File: config.mk
export PLATFORM = sky130hd
export DESIGN_NAME = fwd_hazard_unit
export DESIGN_NICKNAME = d
export VERILOG_FILES = /design/src/rtl/fwd_hazard_unit.sv
export SDC_FILE = /design/constraint.sdc
export NUM_CORES = 1
export LEC_CHECK = 0
export CORE_AREA = 5 5 82 84
export DETAILED_ROUTE_END_ITERATION = 12
export DIE_AREA = 0 0 87 89
export GPL_TIMING_DRIVEN = 0
export PLACE_DENSITY = 0.59
export SLEW_MARGIN = 40
export SYNTH_ARGS = -nofsm -noshare
export SYNTH_HDL_FRONTEND = slang
export SYNTH_SLANG_ARGS = --single-unit
File: constraint.sdc
create_clock -name CLK -period 5.3 [get_ports CLK]
set_input_delay 0.795 -clock CLK [delete_from_list [all_inputs] [get_ports CLK]]
set_output_delay 0.795 -clock CLK [all_outputs]
set_load 0.005 [all_outputs]
File: src/rtl/fwd_hazard_unit.sv
// Operand-forwarding and load-use hazard unit for the EX stage.
// Tracks in-flight destinations per downstream stage and picks the youngest ready source.
module fwd_hazard_unit #(
   parameter int DEPTH      = 2,
   parameter int LOAD_STAGE = 2,
   parameter int REG_W      = 5,
   parameter int CNT_W      = 16,
   localparam int SEL_W     = $clog2(DEPTH + 2)
) (
   input  logic             CLK,
   input  logic             RST,
   input  logic             hold,
   input  logic             flush,
   input  logic             ex_valid,
   input  logic [REG_W-1:0] ex_rs,
   input  logic [REG_W-1:0] ex_rt,
   input  logic [REG_W-1:0] ex_rd,
   input  logic             ex_regwrite,
   input  logic             ex_memread,
   input  logic             ex_use_imm,
   output logic [SEL_W-1:0] sel_a,
   output logic [SEL_W-1:0] sel_b,
   output logic             stall,
   output logic [CNT_W-1:0] stall_count
);

   localparam int RDY_W = $clog2(DEPTH + 1);

   // Index k is the stage number: 1 = EX/MEM, DEPTH = oldest.
   logic             rec_valid [1:DEPTH];
   logic [REG_W-1:0] rec_rd    [1:DEPTH];
   logic [RDY_W-1:0] rec_rdy   [1:DEPTH];

   logic [SEL_W-1:0] fwd_a, fwd_b;
   logic             found_a, found_b;
   logic             wait_a, wait_b;
   logic [RDY_W-1:0] ex_rdy;

   assign ex_rdy = ex_memread ? RDY_W'(LOAD_STAGE) : RDY_W'(1);

   // NOTE: every variable gets a default at the top so no path leaves it unassigned (no latch).
   always_comb begin
      fwd_a   = '0;
      fwd_b   = '0;
      found_a = 1'b0;
      found_b = 1'b0;
      wait_a  = 1'b0;
      wait_b  = 1'b0;
      // Ascending scan with a found flag: the youngest match wins, older ones are ignored.
      for (int k = 1; k <= DEPTH; k++) begin
         if (!found_a && ex_rs != '0 && rec_valid[k] && rec_rd[k] == ex_rs) begin
            found_a = 1'b1;
            if (k >= int'(rec_rdy[k])) fwd_a = SEL_W'(k + 1);
            else                       wait_a = 1'b1;
         end
         if (!found_b && ex_rt != '0 && rec_valid[k] && rec_rd[k] == ex_rt) begin
            found_b = 1'b1;
            if (k >= int'(rec_rdy[k])) fwd_b = SEL_W'(k + 1);
            else                       wait_b = 1'b1;
         end
      end
   end

   assign stall = ex_valid && !flush && (wait_a || (wait_b && !ex_use_imm));
   assign sel_a = fwd_a;
   assign sel_b = ex_use_imm ? SEL_W'(1) : fwd_b;

   // NOTE: only the valid bits and counter need reset; rd/ready are ignored while invalid.
   always_ff @(posedge CLK) begin
      if (RST) begin
         for (int k = 1; k <= DEPTH; k++) rec_valid[k] <= 1'b0;
         stall_count <= '0;
      end else if (!hold) begin
         // NOTE: non-blocking assignments make the shift read every stage's old value.
         for (int k = DEPTH; k >= 2; k--) begin
            rec_valid[k] <= rec_valid[k-1];
            rec_rd[k]    <= rec_rd[k-1];
            rec_rdy[k]   <= rec_rdy[k-1];
         end
         rec_valid[1] <= ex_valid && ex_regwrite && !stall && !flush;
         rec_rd[1]    <= ex_rd;
         rec_rdy[1]   <= ex_rdy;
         if (stall && stall_count != '1) stall_count <= stall_count + CNT_W'(1);
      end
   end

endmodule

==> results.py, run 1 <==
metrics = {
    "synthesis": {
        "yosysWarnings": 0,
        "synth.top_cell.area_share_pct": 28.0,
        "ys_seq_area_share_pct": 46.7,
        "ys.flop_type": "edfxtp_1",
        "ys_top_cells_by_count": "nor2_1, dfxtp_1, edfxtp_1",
        "syn_nets": 194,
        "synthesis.area_um2": 1710,
        "synth.avg_cell_area_um2": 10.1,
        "synth-seq-cells": 32,
        "synth_area_leaders": "edfxtp_1, dfxtp_1, xnor2_1",
        "ys_types": 39,
        "async_flop_share_pct": 0,
        "synth.most_common_cell": "nor2_1",
        "yosys.area.top_type": "edfxtp_1",
        "synth_edf_count": 16,
        "syn_inst": 170,
    },
    "layout": {
        "ff_latch_area_um2": 801,
        "final_cells": 296,
        "areaGrowthSynthToFinish_pct": 37.8,
        "multi_input_area_um2": 862,
        "num-fill-cells": 598,
        "post-route-util_pct": 40.4,
        "drive_gt1_share_pct": 11.3,
        "finalNetCount": 244,
        "diodes": 0,
    },
    "detailed_routing": {
        "wirelength_mm": 4.03,
        "first_pass_iters": 4,
        "viasPerCell": 4.78,
        "drcViolationCount": 0,
        "routedWlPerCell_um": 13.6,
        "dr.first_iter.drc_count": 71,
        "vias": 1414,
        "drtAntennaViolNets": 0,
    },
    "floorplanning": {
        "die_h_um": 89,
        "die_area_um2": 7740,
        "die_x_um": 87,
        "start_util_pct": 29.3,
        "ioPinCount": 44,
        "core-area_um2": 5850,
        "fp-row-count": 28,
    },
    "sta": {
        "worst_clock_skew_ns": 0.00566,
        "period_minus_slack_ns": 4.18,
        "max_freq_mhz": 239,
        "fin_crit_sh_pct": 78.9,
        "slew_headroom_pct": 53.0,
        "drv_slew": 0,
        "setup_viol": 0,
        "worstMarginPinSlew_ns": 0.705,
        "rsz0062_at_grt": "false",
        "hold_violations": 0,
        "fin_setup_tns_ns": 0,
    },
    "setup_path": {
        "r2r_end": "stall_count[8]$_SDFFE_PP0P_",
        "end_kind": "output port",
        "worst-r2r-cell-count": 6,
        "critPathKind": "input pin to output port",
        "rr_startpoint": "rec_rd[2][1]$_DFFE_PP_",
        "critPathMaxFanout": 6,
        "crit_arrival_ns": 3.39,
        "rrSetupSlack_ns": 2.78,
        "cp.required_ns": 4.51,
        "start_kind": "input pin",
    },
    "power": {
        "p_leak_uw": 0.000778,
        "power.density_nw_per_um2": 234,
        "vdd_drop_max_mv": 0.101,
    },
    "placed_design": {
        "port-buffer-count": 43,
        "gp_congestion": 0.732,
        "placed_cells": 288,
        "hpwl_mm": 3.16,
    },
    "clocking": {
        "cts-htree-levels": 2,
        "cts_root_buffer": "clkbuf_8",
        "numCtsBuffers": 5,
        "clock_sinks": 32,
        "cts_tree": "yes",
        "cts_resized": 0,
        "hold_buffers": 0,
        "clk_pin_slew_worst_paths_ns": 0.07,
        "clock_latency_ns": 0.28,
        "cts_buffer_depth": 2,
        "post_cts_buffers": 0,
    },
    "grt": {
        "first_global_vias": 1412,
        "grt_pass1_wl_mm": 6.73,
        "track_usage_pct": 11.2,
        "grt_max_degree": 17,
        "gr-total-overflow": 0,
        "grt_antenna_before_repair": 0,
    },
    "run_status": {
        "status": "finished clean",
    },
    "hold_path": {
        "worstHoldPathType": "register to register",
        "holdCritStartpoint": "rec_rdy[1][0]$_DFFE_PP_",
        "whs_path_depth": 0,
        "whs_endpoint": "rec_rdy[2][0]$_DFFE_PP_",
    },
    "flow_run": {
        "max-cap-violations": 0,
    },
}
-- registers in the layout (all words and copies together) (netlist names) --
signal and flops:
rec_rd 10, rec_rdy 4, rec_valid 2, stall_count 16
-- power breakdown --
group | internal, uW | total (uW) | switching, uW
clock network | 147 | 231 | 84.4
logic | 27.7 | 50.1 | 22.4
registers | 267 | 272 | 5.07
total | 442 | 554 | 112
-- stage by stage --
| step | area, um2 | power, uW | hold WS (ns) | setup slack, ns |
|---|---|---|---|---|
| final | 2360 | 554 | 0.419 | 1.12 |
| after global routing | 2360 | 583 | 0.445 | 0.987 |
| after CTS | 2360 | 564 | 0.421 | 1.11 |
| after detailed placement | 2240 | 328 | 0.405 | 1.12 |
| after global placement | 2240 | 328 | 0.402 | 1.09 |
| after floorplan | 1710 | 300 | 0.400 | 2.24 |
-- critical path, cell delays in order --
cell and delay, ns:
clkdlybuf4s50_1 0.48, or4_4 0.58, a21oi_1 0.23, nor4_1 0.09, o21a_1 0.22, nor2_1 0.27
and2b_2 0.27, clkdlybuf4s50_1 0.44
-- placed cells by master, fill, tap and decap left out, types with 2 or more instances in the layout --
master and instances:
a21oi_1 9, clkbuf_8 7, xor2_1 8, or4_1 5
xnor2_1 12, clkbuf_1 2, nor3_1 6, and2_1 4
or3_1 4, nor2b_1 4, nor4_1 6, edfxtp_1 16
o21ai_0 4, nand4_1 5, dfxtp_1 16, inv_1 9
mux2_2 5, nand3_1 7, or4_4 2, nand2_1 7
nor2_1 16, clkdlybuf4s50_1 43, o31ai_1 4
-- layout make-up --
class | count | share of cell area [%]
inverters | 9 | 1.43
repair buffers | 43 | 18.2
well taps | 75 | 3.97
multi-input cells | 126 | 36.5
plain buffers | 3 | 0.795
flip-flops and latches | 32 | 33.9
clock buffers | 8 | 5.14
-- worst max-delay path by stage --
stage | start | end | depth (start not counted)
floorplan | ex_rt[0] | stall | 6
global placement | ex_rt[0] | stall | 8
detailed placement | ex_rt[0] | stall | 8
CTS | ex_rt[0] | stall | 8
global route | ex_rt[0] | stall | 8
finish | ex_rt[0] | stall | 8
-- kinds of logic (layout without fill, tap and decap cells) --
logic type | count (synthesis) | in the layout | synth area share, %
fa+ha+maj | 1 | 1 | 0.730
simple gates | 72 | 72 | 23.3
buf+inv | 12 | 63 | 3.07
flops | 32 | 32 | 46.7
compound gates | 27 | 27 | 12.1
mux | 6 | 6 | 3.87
xor+xnor | 20 | 20 | 10.2
-- per-layer routing --
layer  part of all wire [%]  track usage, %
met1                     48            14.6
met4                    1.3            3.82
met2                     45            17.5
met5                      0               0
met3                    6.4            3.59
(Power assumes the default switching activity.)
==> inputs of run 2 (changes only) <==
==> constraint.sdc (replaced) <==
create_clock -name CLK -period 4.06 [get_ports CLK]
set_input_delay 0.609 -clock CLK [delete_from_list [all_inputs] [get_ports CLK]]
set_output_delay 0.609 -clock CLK [all_outputs]
set_load 0.005 [all_outputs]
==> results of run 2 <==
Same layout as run 1 (identical final DEF). Status: finished clean.
Among the figures that moved: setup slack after placement 1.12 ns -> 0.248 ns; setup slack after layout 1.12 ns -> 0.252 ns; register-to-register setup slack 2.78 ns -> 1.54 ns; total power 554 uW -> 723 uW; worst IR drop on VDD 0.101 mV -> 0.132 mV
==> inputs of run 3 (changes only) <==
--- a/config.mk
+++ b/config.mk
@@ -6,6 +6,7 @@
 export NUM_CORES = 1
 export LEC_CHECK = 0
 export CORE_AREA = 5 5 82 84
+export CTS_CLUSTER_SIZE = 20
 export DETAILED_ROUTE_END_ITERATION = 12
 export DIE_AREA = 0 0 87 89
 export GPL_TIMING_DRIVEN = 0
==> results of run 3 <==
Same layout as run 1 (identical final DEF). Status: finished clean.
Among the figures that moved: setup slack after placement 1.12 ns -> 0.248 ns; setup slack after layout 1.12 ns -> 0.252 ns; register-to-register setup slack 2.78 ns -> 1.54 ns; total power 554 uW -> 723 uW; worst IR drop on VDD 0.101 mV -> 0.132 mV
==> RTL change 1, RTL diff (settings of run 2) <==
Register the output `stall_count` once more, cleared by the reset; this adds one clock of latency there. The other outputs are not delayed to match.
--- a/src/rtl/fwd_hazard_unit.sv
+++ b/src/rtl/fwd_hazard_unit.sv
@@ -27,2 +27,4 @@
    localparam int RDY_W = $clog2(DEPTH + 1);
+
+   logic [CNT_W-1:0] stall_count_s0;
 
@@ -71,3 +73,3 @@
          for (int k = 1; k <= DEPTH; k++) rec_valid[k] <= 1'b0;
-         stall_count <= '0;
+         stall_count_s0 <= '0;
       end else if (!hold) begin
@@ -82,3 +84,11 @@
          rec_rdy[1]   <= ex_rdy;
-         if (stall && stall_count != '1) stall_count <= stall_count + CNT_W'(1);
+         if (stall && stall_count_s0 != '1) stall_count_s0 <= stall_count_s0 + CNT_W'(1);
+      end
+   end
+
+   always_ff @(posedge CLK) begin
+      if (RST) begin
+         stall_count <= '0;
+      end else begin
+         stall_count <= stall_count_s0;
       end
Behaviour: not the same (a bounded check fails within 4 cycles, from zero or initial values and one cycle with RST high).
==> RTL change 1 against run 2 <==
- sequential cell count grew 16
- total power rose by 21%
- worst setup slack better by 0.19 ns
- cell area up 15%
- final cell count is 8.1% higher
- register-to-register slack gained 0.02 ns
- routed wire length rose by 5.5%
- non-clock buffer count increased by 1
- synthesized cell count grew 14%
- clock power fell by 3%
- area after synthesis increased by 22%
- count of clock-buffer cells in the layout is 1 lower
==> RTL change 1: results <==
metrics = {
    "run_status": {
        "run_status": "finished, final reports clean",
    },
    "cts": {
        "clkTransAtPathRegs_ns": 0.09,
        "clock_latency_ns": 0.30,
    },
    "setup_path": {
        "cp.arrival_ns": 3.01,
        "slowest_stage": "or4_1",
        "reg2reg_depth": 8,
        "worst_r2r_endpoint": "stall_count_s0[12]$_SDFFE_PP0P_",
        "crit_fanout": 3,
        "r2r-start": "rec_rd[1][3]$_DFFE_PP_",
        "regToRegSetupSlack_ns": 1.56,
    },
    "place": {
        "pre_cts_ws_ns": 0.4467,
        "hpwl_mm": 3.333,
        "gp_congestion": 0.8068,
    },
    "finish": {
        "fin_cells": 320,
        "final_net_count": 268,
        "reg_top3": "stall_count (16), stall_count_s0 (16), rec_rd (10)",
        "n_fill_cell": 564,
        "drive_gt1_share_pct": 12.65,
    },
    "logic_synthesis": {
        "yosysSeqAreaShare_pct": 53.56,
        "synth_cell_types": 36,
        "ys.flop_type": "dfxtp_1",
        "synth_area_leaders": "dfxtp_1 (31%), edfxtp_1 (23%), mux2_2 (6.5%)",
        "synth_fp_nets": 218,
        "synthTopCellsByCount": "dfxtp_1 (32), nor2_1 (21), nor2b_1 (17)",
    },
    "global_routing": {
        "grt_pass1_wl_mm": 6.782,
        "track_usage_pct": 11.51,
    },
    "power_and_ir_drop": {
        "p_leak_nw": 0.9421,
        "peakVddDrop_mv": 0.1470,
    },
    "timing": {
        "slew_headroom_pct": 51.21,
        "fin_worst_skew_ns": 0.007792,
    },
}
RTL change 1: changes by cell type in the layout (fill, tap and decap cells not counted), moves of 4 or more:
cell / delta
nor2b_1: +13
inv_1: -7
nand4_1: +7
nor2_1: +4
nor4_1: -5
nand2_1: +7
mux2_2: +7
dfxtp_1: +16
a21oi_1: -6
RTL change 1: area by class of cell:
| class | instances | area (µm²) | area share [%] |
|---|---|---|---|
| Clock buffer | 7 | 87.58 | 3.227 |
| Tap cell | 75 | 93.84 | 3.458 |
| Multi-Input combinational cell | 140 | 950.9 | 35.04 |
| Buffer | 4 | 16.27 | 0.5994 |
| Timing Repair Buffer | 43 | 430.4 | 15.86 |
| Inverter | 2 | 7.507 | 0.2766 |
| Clock inverter | 1 | 6.256 | 0.2305 |
| Sequential cell | 48 | 1121 | 41.31 |
RTL change 1: where the power goes:
group	internal, mW	total (mW)	switching (mW)
logic	0.0368	0.0696	0.0328
clock network	0.141	0.292	0.151
registers	0.505	0.513	0.00800
total	0.683	0.875	0.191
RTL change 1: worst max-delay path by stage:
stage | from | end | slack (ns) | cells past startpoint
after floorplan | ex_rs[1] | stall_count_s0[14]$_SDFFE_PP0P_ | 1.44 | 7
after global placement | ex_rt[1] | stall | 0.45 | 8
after detailed placement | ex_rt[2] | stall | 0.45 | 8
after CTS | ex_rt[2] | stall | 0.43 | 8
after global routing | ex_rt[2] | stall | 0.33 | 8
final | ex_rs[1] | stall | 0.44 | 8
RTL change 1: cell families after synthesis:
group / share of synthesized area [%]
muxes: 7.950
DFF: 53.56
xor gates and xnor gates: 8.787
and+or+nand+nor: 25.22
AOI/OAI and AO/OA: 2.750
buffers and inverters: 1.136
adders and majority gates: 0.5976
RTL change 1: layer usage:
layer  vias to the layer above  wire length (µm)  track usage (%)
li1                        781                 -                -
met1                       696              1929            14.22
met2                        23              2080            18.91
met3                         6               177            3.318
met4                         0                65            4.674
met5                         -                 0                0
RTL change 1: per-stage QoR:
stage               util (%)  hold WS (ns)  instance area, µm²
floorplan                  -        0.4003                2093
global placement       44.74        0.4039                2618
detailed placement     44.78        0.4273                2620
CTS                    46.39        0.4510                2714
global route           46.39        0.4727                2714
finish                 46.39        0.4488                2714
==> RTL change 2, RTL diff (flow settings as in run 2) <==
Without the edit above. The parameter `REG_W` goes from 5 to 10.
--- a/src/rtl/fwd_hazard_unit.sv
+++ b/src/rtl/fwd_hazard_unit.sv
@@ -5,3 +5,3 @@
    parameter int LOAD_STAGE = 2,
-   parameter int REG_W      = 5,
+   parameter int REG_W      = 10,
    parameter int CNT_W      = 16,
Ports: changed (resized ex_rd, ex_rs and ex_rt); port bits go from 44 to 59. The function was not compared with the original's and may differ.
==> RTL change 2 against run 2 <==
- routed wire length increased by 64%
- area after synthesis increased by 41%
- global-route usage increased by 6.8 points
- core utilization increased by 15 points
- worst setup slack improved by 0.048 ns
- sequential cell count increased by 10
- cell area increased by 37%
- total power increased by 30%
- critical path depth decreased by 1
- count of clock-buffer cells in the layout decreased by 2
- sequential power increased by 36%
- final cell count increased by 28%
- combinational power increased by 99%
- highest routed layer unchanged
==> RTL change 2: results <==
metrics = {
    "route": {
        "wl_mm": 6.601,
        "first_pass_iters": 4,
        "drtIter0Drc": 160,
        "vias_per_cell": 5.674,
    },
    "logic_synthesis": {
        "yosysSeqAreaShare_pct": 45.55,
        "synth_fp_nets": 277,
        "synth_area_leaders": "edfxtp_1 (32%), xnor2_1 (14%), dfxtp_1 (13%)",
        "synth_cell_types": 41,
        "synth_edf_count": 26,
        "synth_compound_area_share_pct": 9.731,
        "synth-xor-area-share_pct": 14.13,
        "synth_fa_ha_area_share_pct": 0.5176,
        "synthMuxAreaShare_pct": 2.743,
        "yosys.area.top_type_share_pct": 32.30,
        "synthTopCellsByCount": "xnor2_1 (39), edfxtp_1 (26), nand4_1 (18)",
    },
    "run_status": {
        "run_status": "finished, final reports clean",
    },
    "global_routing": {
        "grt_max_degree": 15,
        "grt_pass1_wl_mm": 10.70,
        "track_usage_pct": 17.92,
        "grt_pass1_vias": 2079,
        "antenna_found_initial": 0,
    },
    "setup_path": {
        "slowest_stage": "or4_1",
        "crit_fanout": 4,
        "cp.arrival_ns": 3.15,
        "slowest_delay_ns": 0.55,
        "reg2reg_depth": 9,
    },
    "cts": {
        "cts_buffers": 5,
        "htreeDepth": 2,
        "cts_buffer_depth": 2,
    },
    "place": {
        "pre_cts_ws_ns": 0.2837,
        "hpwl_mm": 5.086,
        "io_buffer_count": 58,
        "gp_congestion": 0.8922,
        "post_dp_cell_area_um2": 3114,
    },
    "timing": {
        "fin_worst_skew_ns": 0.007654,
        "tightest_slew_ns": 0.5867,
    },
    "finish": {
        "drive_gt1_share_pct": 6.885,
        "reg_top3": "rec_rd (20), stall_count (16), rec_rdy (4)",
        "n_fill_cell": 539,
        "final_net_count": 343,
    },
    "hold_path": {
        "hold_path_class": "flop to flop",
    },
    "power_and_ir_drop": {
        "peakVddDrop_mv": 0.1632,
        "p_leak_nw": 0.9490,
    },
}
==> RTL change 2: changes by cell type after synthesis, sizes merged, moves of 3 or more <==
cell	delta
or2	+3
nand2	+4
or4	+4
nand4	+13
xor2	-8
a21oi	+3
inv	-6
xnor2	+27
o31ai	+3
nand3	+7
edfxtp	+10
o41ai	+3
==> RTL change 2: worst paths after layout <==
check / startpoint / end / slack [ns]
worst max-delay path: ex_rt[5] / stall / 0.30
worst min-delay path: rec_rdy[1][0]$_DFFE_PP_ / rec_rdy[2][0]$_DFFE_PP_ / 0.45
worst max register to register: stall_count[0]$_SDFFE_PP0P_ / stall_count[13]$_SDFFE_PP0P_ / 1.39
worst min register to register: rec_rdy[1][0]$_DFFE_PP_ / rec_rdy[2][0]$_DFFE_PP_ / 0.45
==> RTL change 2: metal layers <==
metal  vias up  wire length, µm  global-route usage (%)
met5         -                0                       0
met4         0               53                   4.674
met3         6              501                   3.779
met2        77             2856                   26.43
met1      1025             3190                   26.59
li1       1048                -                       -
==> RTL change 2: area by class of cell <==
type	instances	area, µm²	area share [%]
multi-input combinational	187	1281	39.74
inverter	3	11.26	0.3492
clock buffer	6	72.57	2.251
clock inverter	2	37.54	1.164
timing repair buffer	59	595.6	18.47
buffer	6	31.28	0.9701
tap	75	93.84	2.910
sequential	42	1101	34.15
==> RTL change 2: per-stage QoR <==
stage / hold WS (ns) / power, mW / std cells
after global routing: 0.4694 / 0.9835 / 380
after CTS: 0.4639 / 0.9516 / 380
after detailed placement: 0.4304 / 0.6207 / 372
after global placement: 0.4144 / 0.6179 / 371
after floorplan: 0.4003 / 0.5510 / 238
final: 0.4498 / 0.9430 / 380
==> RTL change 2: logic make-up after synthesis <==
kind of cell / count (synthesis)
and+or+nand+nor: 109
DFF: 42
xor gates and xnor gates: 39
AOI/OAI and AO/OA: 32
buffers and inverters: 9
muxes: 6
adders and majority gates: 1
==> RTL change 2: where the power goes <==
part	internal (mW)	switching, mW
logic	0.0671	0.0625
registers	0.469	0.0147
clock network	0.184	0.146
